$ cat src/rtl/i_sync_filter.sv
// rtl/i_sync_filter.sv - input synchronizer with programmable glitch filter and edge strobes
// Optional RISE/FALL strobe flops enabled by macro I_SYNC_FILTER_EDGE_EN.
module i_sync_filter #(
    parameter int SYNC_STAGES   = 2,
    parameter int FILTER_CYCLES = 4,
    parameter int INIT_VALUE    = 1'b0
) (
    input  logic C,
    input  logic R,
    input  logic I,
    input  logic EN,
    output logic O,
    output logic BUSY,
    output logic RISE,
    output logic FALL
);

    generate
        if (SYNC_STAGES < 2 || SYNC_STAGES > 4) begin : g_bad_sync
            $fatal(1, "%m: SYNC_STAGES=%0d illegal, legal range 2..4", SYNC_STAGES);
        end
        if (FILTER_CYCLES < 1 || FILTER_CYCLES > 255) begin : g_bad_filter
            $fatal(1, "%m: FILTER_CYCLES=%0d illegal, legal range 1..255", FILTER_CYCLES);
        end
        if (INIT_VALUE < 0 || INIT_VALUE > 1) begin : g_bad_init
            $fatal(1, "%m: INIT_VALUE=%0d illegal, legal values 0..1", INIT_VALUE);
        end
    endgenerate

    localparam logic       INIT_BIT = 1'(INIT_VALUE);
    localparam logic [7:0] CNT_MAX  = 8'(FILTER_CYCLES - 1);

    typedef enum logic {
        IDLE,
        QUALIFY
    } state_t;

    logic [SYNC_STAGES-1:0] sync_q;
    logic                   sync_s;
    logic                   o_q, o_d;
    logic [7:0]             cnt_q, cnt_d;
    state_t                 state_q, state_d;

    assign sync_s = sync_q[SYNC_STAGES-1];

    always_ff @(posedge C or posedge R) begin
        if (R) begin
            sync_q  <= {SYNC_STAGES{INIT_BIT}};
            o_q     <= INIT_BIT;
            cnt_q   <= 8'd0;
            state_q <= IDLE;
        end else begin
            sync_q  <= {sync_q[SYNC_STAGES-2:0], I};
            o_q     <= o_d;
            cnt_q   <= cnt_d;
            state_q <= state_d;
        end
    end

    // Any return of S to O, or EN low, discards all accumulated qualification.
    always_comb begin
        state_d = state_q;
        cnt_d   = cnt_q;
        o_d     = o_q;
        case (state_q)
            IDLE: begin
                cnt_d = 8'd0;
                if (EN && (sync_s != o_q)) begin
                    if (CNT_MAX == 8'd0) begin
                        o_d = sync_s;
                    end else begin
                        cnt_d   = 8'd1;
                        state_d = QUALIFY;
                    end
                end
            end
            QUALIFY: begin
                if (!EN || (sync_s == o_q)) begin
                    cnt_d   = 8'd0;
                    state_d = IDLE;
                end else if (cnt_q == CNT_MAX) begin
                    o_d     = sync_s;
                    cnt_d   = 8'd0;
                    state_d = IDLE;
                end else begin
                    cnt_d = cnt_q + 8'd1;
                end
            end
            default: begin
                cnt_d   = 8'd0;
                state_d = IDLE;
            end
        endcase
    end

    assign O    = o_q;
    assign BUSY = (cnt_q != 8'd0);

`ifdef I_SYNC_FILTER_EDGE_EN
    logic rise_q, fall_q;

    always_ff @(posedge C or posedge R) begin
        if (R) begin
            rise_q <= 1'b0;
            fall_q <= 1'b0;
        end else begin
            rise_q <= o_d & ~o_q;
            fall_q <= ~o_d & o_q;
        end
    end

    assign RISE = rise_q;
    assign FALL = fall_q;
`else
    assign RISE = 1'b0;
    assign FALL = 1'b0;
`endif

endmodule

$ cat config.mk
export PLATFORM = sky130hd
export DESIGN_NAME = i_sync_filter
export DESIGN_NICKNAME = d
export VERILOG_FILES = /design/src/rtl/i_sync_filter.sv
export SDC_FILE = /design/constraint.sdc
export NUM_CORES = 1
export LEC_CHECK = 0
export ABC_AREA = 1
export ABC_CLOCK_PERIOD_IN_PS = 1400
export BUFFER_PORTS_ARGS = -buffer_cell sky130_fd_sc_hd__buf_2
export CELL_PAD_IN_SITES_DETAIL_PLACEMENT = 1
export CELL_PAD_IN_SITES_GLOBAL_PLACEMENT = 1
export CORE_UTILIZATION = 40
export DETAILED_ROUTE_END_ITERATION = 10
export PLACE_DENSITY_LB_ADDON = 0.1
export SYNTH_ARGS = -nofsm -noshare
export SYNTH_HDL_FRONTEND = slang
export SYNTH_SLANG_ARGS = --single-unit
$ cat constraint.sdc
create_clock -name C -period 1.4 [get_ports C]
set_input_delay 0.14 -clock C [delete_from_list [all_inputs] [get_ports C]]
set_output_delay 0.14 -clock C [all_outputs]
set_load 0.01 [all_outputs]
# Word-level counts from Yosys, hierarchy flattened
# Index checks and enable logic that the tools add are counted.
[classes]
n_addsub = 1
multipliers = 0
div_mod_pow = 0
magnitude_cmp = 0
n_eq_ne = 3
n_shift = 0
n_mux = 8
bitwise_logic = 2
n_reduce_logical = 5
[op_table]
columns = ["op", "count"]
rows = [
  ["two-way mux 8 bit", 2],
  ["case mux 8 bit (2 select lines)", 1],
  ["adder 8 x 1 -> 8 bit (second input constant)", 1],
  ["== test 8 x 2 -> 1 bit (second input constant)", 1],
  ["nonzero test 8 bit", 1],
  ["two-way mux 1 bit", 4],
  ["AND reduction 3 bit", 1],
  ["NOT 1 bit", 2],
  ["case mux 1 bit (2 select lines)", 1],
  ["== test 1 bit", 1],
  ["logical AND 1 bit", 1],
  ["logical NOT 1 bit", 1],
  ["logical OR 1 bit", 1],
  ["!= test 1 bit", 1],
]
[totals]
reg_bits = 12
latchBits = 0
mem_bits_rw = 0
mem_bits_ro = 0
word_cells = 23
memories = 0

# Longest topological paths before layout
[logic_depth]
ltp_word = 4
depth_mapped = 7

# Worst setup path before layout
# Ideal clock, no wire load.
[synth_timing]
path_kind = "flip-flop to flip-flop"
start = "register cnt_q[0]"
end = "register cnt_q[5]"
arrival_ns = 0.988
slack_ns = 0.341
path_stages_with_launch = 7
n_path_buf = 0
synth_period_minus_slack_ns = 1.059
path_cell_list = "dfrtp_1 > ha_1 > nand2_2 > inv_1 > nand2_2 > nand2_2 > nor2_1"
[synth_between]
elab_chain_cells = 4
[synth_rtl]
columns = ["element", "line", "source"]
rows = [
  ["start: declaration", "41", "logic [7:0] cnt_q, cnt_d;"],
  ["start signal: assignment", "55", "cnt_q <= cnt_d;"],
  ["adder 8 x 1 -> 8 bit or == test 8 x 2 -> 1 bit (tied branches)", "86, 81", ""],
  ["two-way mux 8 bit *", "81", "end else if (cnt_q == CNT_MAX) begin"],
  ["two-way mux 8 bit *", "78", "if (!EN || (sync_s == o_q)) begin"],
  ["case mux 8 bit (2 select lines) *", "65", "case (state_q)"],
  ["named net cnt_d[5]", "41", ""],
]
# Mark *: on every way through the listed nets, which the timed path passes. The rest lies on a longest branch.
# A chain may end at the register's enable or synchronous reset.

# Worst setup path after layout
[layout_timing]
start = "register cnt_q[4]"
end = "output port BUSY"
[layout_between]
elab_chain_cells = 1
[layout_rtl]
columns = ["element", "line", "source"]
rows = [
  ["nonzero test 8 bit", "97", "assign BUSY = (cnt_q != 8'd0);"],
  ["end: declaration", "13", "output logic BUSY,"],
]
# Every way passes these cells.

==> results.md <==
Outcome:
- The flow ran to the end, and the final reports show no timing, DRC or antenna violations.

Die:
- The floorplan has 14 rows.
- For this design the top-level I/O count stands at 8.
- The area of the die is 1760 µm².
- The initial standard-cell utilization of the core is 42.4%.
- Measured along the y axis, the die boundary spans 41.9 µm.
- The floorplan step set the die width to 41.9 µm.
- The area of the core region is 1510 µm².

Global routing:
- In the global route stage, met1 resource usage came out at 27.6%.
- The met3 routing resource usage after global routing is 5.22%.
- The wire length of the first global-routing pass is 2.59 mm.
- The met2 capacity usage during global routing is 30.3%.
- The overflow left after global routing is 0.
- The initial antenna violation count is 0.
- The number of global-route vias before repair is 571.
- Entering global routing, the biggest net connects 13 pins.
- The most used routing layer is met2.
- For this run, the total global-route usage over all layers was measured as 20.1%.

Worst setup path:
- The data arrival at the endpoint of the critical path is 1210 ps.
- The largest fanout on the critical path is 3.
- The worst setup path is of the reg -> out kind.
- The number of cells on the worst reg-to-reg path is 6.
- The worst setup path is captured at a primary output.
- The worst setup path startpoint is cnt_q[4].
- The critical-path cell with the highest stage delay is sky130_fd_sc_hd__dfrtp_1.
- The startpoint type of the worst setup path is a register.
- The reg-to-reg startpoint is cnt_q[1].
- On the worst path, the slowest cell contributes a delay of 390 ps.
- The signal on the critical path passes through nor2_1 > nand2_2 > inv_2 > nand3_1 > buf_2.
- For the worst setup path, the data required time is 1260 ps.

Timing:
- The worst path meets setup with 54.5 ps of slack.
- Derived from the worst setup path, the maximum achievable clock frequency is 0.743 GHz.
- The count of final setup violators is 0.
- The smallest clock period supported by the final layout is computed as 1350 ps.
- The number of slew-limit violations in the final report was 0.
- The largest clock skew in the final design is 4.30 ps.
- The minimum hold slack is 261 ps.
- For the final routed database, the setup TNS stands at 0 ps.
- The post-route fraction of the period consumed by the critical path is 96.1%.
- The final count of hold timing violations is 0.

Drt:
- After detailed routing, the number of remaining DRC violations is 0.
- The iteration count of the initial detailed-routing pass is 3.
- The detailed router finished its first iteration with 8 violations.
- The via-per-instance ratio is 4.91.
- In the final routed layout, each cell accounts on average for 14.0 µm.
- The detailed-route wire length is 1.51 mm.
- Once detail routing completed, the nets flagged for antenna violations numbered 0.
- The routed via count is 530.

Finish:
- The net count reported at finish is 100.
- Excluding fillers, the count of instances in the completed layout stands at 108.
- In the final layout, the share of cells above drive strength 1 is 23.9%.
- The synthesis-to-layout area growth is 19.6%.
- The post-route cell area is 763 µm².
- The filler cells instantiated in the layout total 203.
- The final antenna diode count is 0.
- Cells fill 50.7% of the core in the end.

Synth:
- The number of instances in the synthesized netlist is 78.
- Counting flops with a built-in enable in the synthesized netlist gives 0.
- The post-synthesis async set-or-reset flop share is 100%.
- After synthesis, the largest area contributor takes up 47.1% of total cell area.
- The cell area that synthesis handed to floorplanning was 638 µm².
- The synthesized design spends more area on one cell type than any other, namely sky130_fd_sc_hd__dfrtp_1.
- The number of distinct library cell variants in the gate-level netlist after synthesis is 17.
- By instance count, the leading cell after synthesis is sky130_fd_sc_hd__nand2_1.
- After synthesis, flip-flops and latches occupy 47.1% of the total area.
- In the synthesized netlist, the cells that appear most often are sky130_fd_sc_hd__nand2_1, sky130_fd_sc_hd__nor2_1, sky130_fd_sc_hd__dfrtp_1.
- During synthesis, Yosys emitted a total of 0 warnings.
- Synthesis inferred 12 register bits.
- After synthesis, the cell types taking the most area are sky130_fd_sc_hd__dfrtp_1, sky130_fd_sc_hd__nand2_1, sky130_fd_sc_hd__nor2_1, sky130_fd_sc_hd__nand3_1, sky130_fd_sc_hd__ha_1.
- The most instantiated flip-flop cell in the synthesis netlist is sky130_fd_sc_hd__dfrtp_1.
- A synthesized cell averages 8.18 µm².

Power:
- Summed over all cells, the static leakage comes to 0.376 nW.
- The maximum resistive drop on vdd is 0.412 mV.
- The power per standard cell area is 902 nW/µm².
- Power comes to 689 µW.

Clock tree:
- Clock tree synthesis inserted a total of 3 buffers.
- For the worst-skew pair, the clock arrives at the later sink with an insertion delay of 280 ps.
- Counting along the longest clock path gives a buffer depth of 2.
- The depth of the CTS H-tree is 1.
- The clock-pin transition on the worst setup and hold timing paths is 90 ps.
- TritonCTS built the clock tree.
- The clock tree root buffer cell is sky130_fd_sc_hd__clkbuf_4.
- The tree built by TritonCTS fans out to 12 sinks.

Placement:
- The number of cells after detailed placement is 98.
- At the end of routability-driven placement, the weighted congestion stood at 0.761.
- Detailed placement finished with a half-perimeter wire length of 1.07 mm.
- During placement, the flow inserted port buffers numbering 5.
- The instance area at placement is 672 µm².
- Timing analysis after detailed placement gives a worst setup slack of 148 ps.

Worst hold path:
- The startpoint of the most critical hold path is EN.
- The worst hold path belongs to the class in -> reg.
- The depth of the worst hold-timing path is 5.

Flow run:
- The max-cap check violation count is 0.
[worst paths after layout]
check | endpoint | slack [ps]
max | BUSY | 50
min | cnt_q[1] | 260
max reg2reg | O | 150
min reg2reg | sync_q[1] | 370
max in group asynchronous | state_q | 690
min in group asynchronous | cnt_q[6] | 400
[final cells by class]
cell class	instances	area [µm²]	share of cell area [%]
inverters	9	33.8	4.43
multi-input cells	56	298	39.0
flip-flops and latches	12	300	39.3
well taps	16	20.0	2.62
clock buffers	4	36.3	4.75
repair buffers	11	75.1	9.84
[sequential cells by signal (all words and copies together), names as in the netlist]
signal / count
cnt_q: 8
sync_q: 2
O: 1
state_q: 1
[kinds of logic (layout without fill, tap and decap cells)]
family / after synthesis / in the layout / share of synthesized area, %
xor+xnor: 2 / 2 / 2.75
flops: 12 / 12 / 47.1
compound gates: 5 / 5 / 4.31
buf+inv: 11 / 24 / 7.65
other cells: 1 / 2 / 0.588
fa+ha+maj: 3 / 3 / 5.88
simple gates: 44 / 44 / 31.8
[per-layer routing]
layer	part of all wire (%)	wire length, µm
met4	0.86	13
met2	48	724
met3	2.3	35
met5	0	0
met1	49	741
[layout by cell type, fill, tap and decap left out, types with 3 or more instances in the layout]
cell type / n
sky130_fd_sc_hd__nand2_1: 14
sky130_fd_sc_hd__clkbuf_4: 3
sky130_fd_sc_hd__nand3_1: 8
sky130_fd_sc_hd__nand2_2: 4
sky130_fd_sc_hd__buf_2: 5
sky130_fd_sc_hd__nor2_2: 3
sky130_fd_sc_hd__a21oi_1: 3
sky130_fd_sc_hd__ha_1: 3
sky130_fd_sc_hd__inv_1: 8
sky130_fd_sc_hd__nor2_1: 13
sky130_fd_sc_hd__buf_4: 4
sky130_fd_sc_hd__dfrtp_1: 12
[report_power, final]
| group | internal (mW) | switching, mW |
|---|---|---|
| Clock | 0.158 | 0.132 |
| Sequential | 0.353 | 0.00494 |
| Combinational | 0.0143 | 0.0261 |
[critical path, delay by kind of cell, from the launching register on]
kind                   cells  cell delay [ps]
flip-flops                 1              390
AND/OR/NAND/NOR            3              320
buffers and inverters      2              210
[repair_timing]
item                                   in CTS  in global routing
setup endpoints to repair                   1                  1
resized for setup                           0                  3
endpoints found under the hold margin      13                  0
gates cloned                                0                  0
hold buffers                                2                  0
setup buffers                               2                  2
Note: power is estimated with default switching activity, not from simulation.
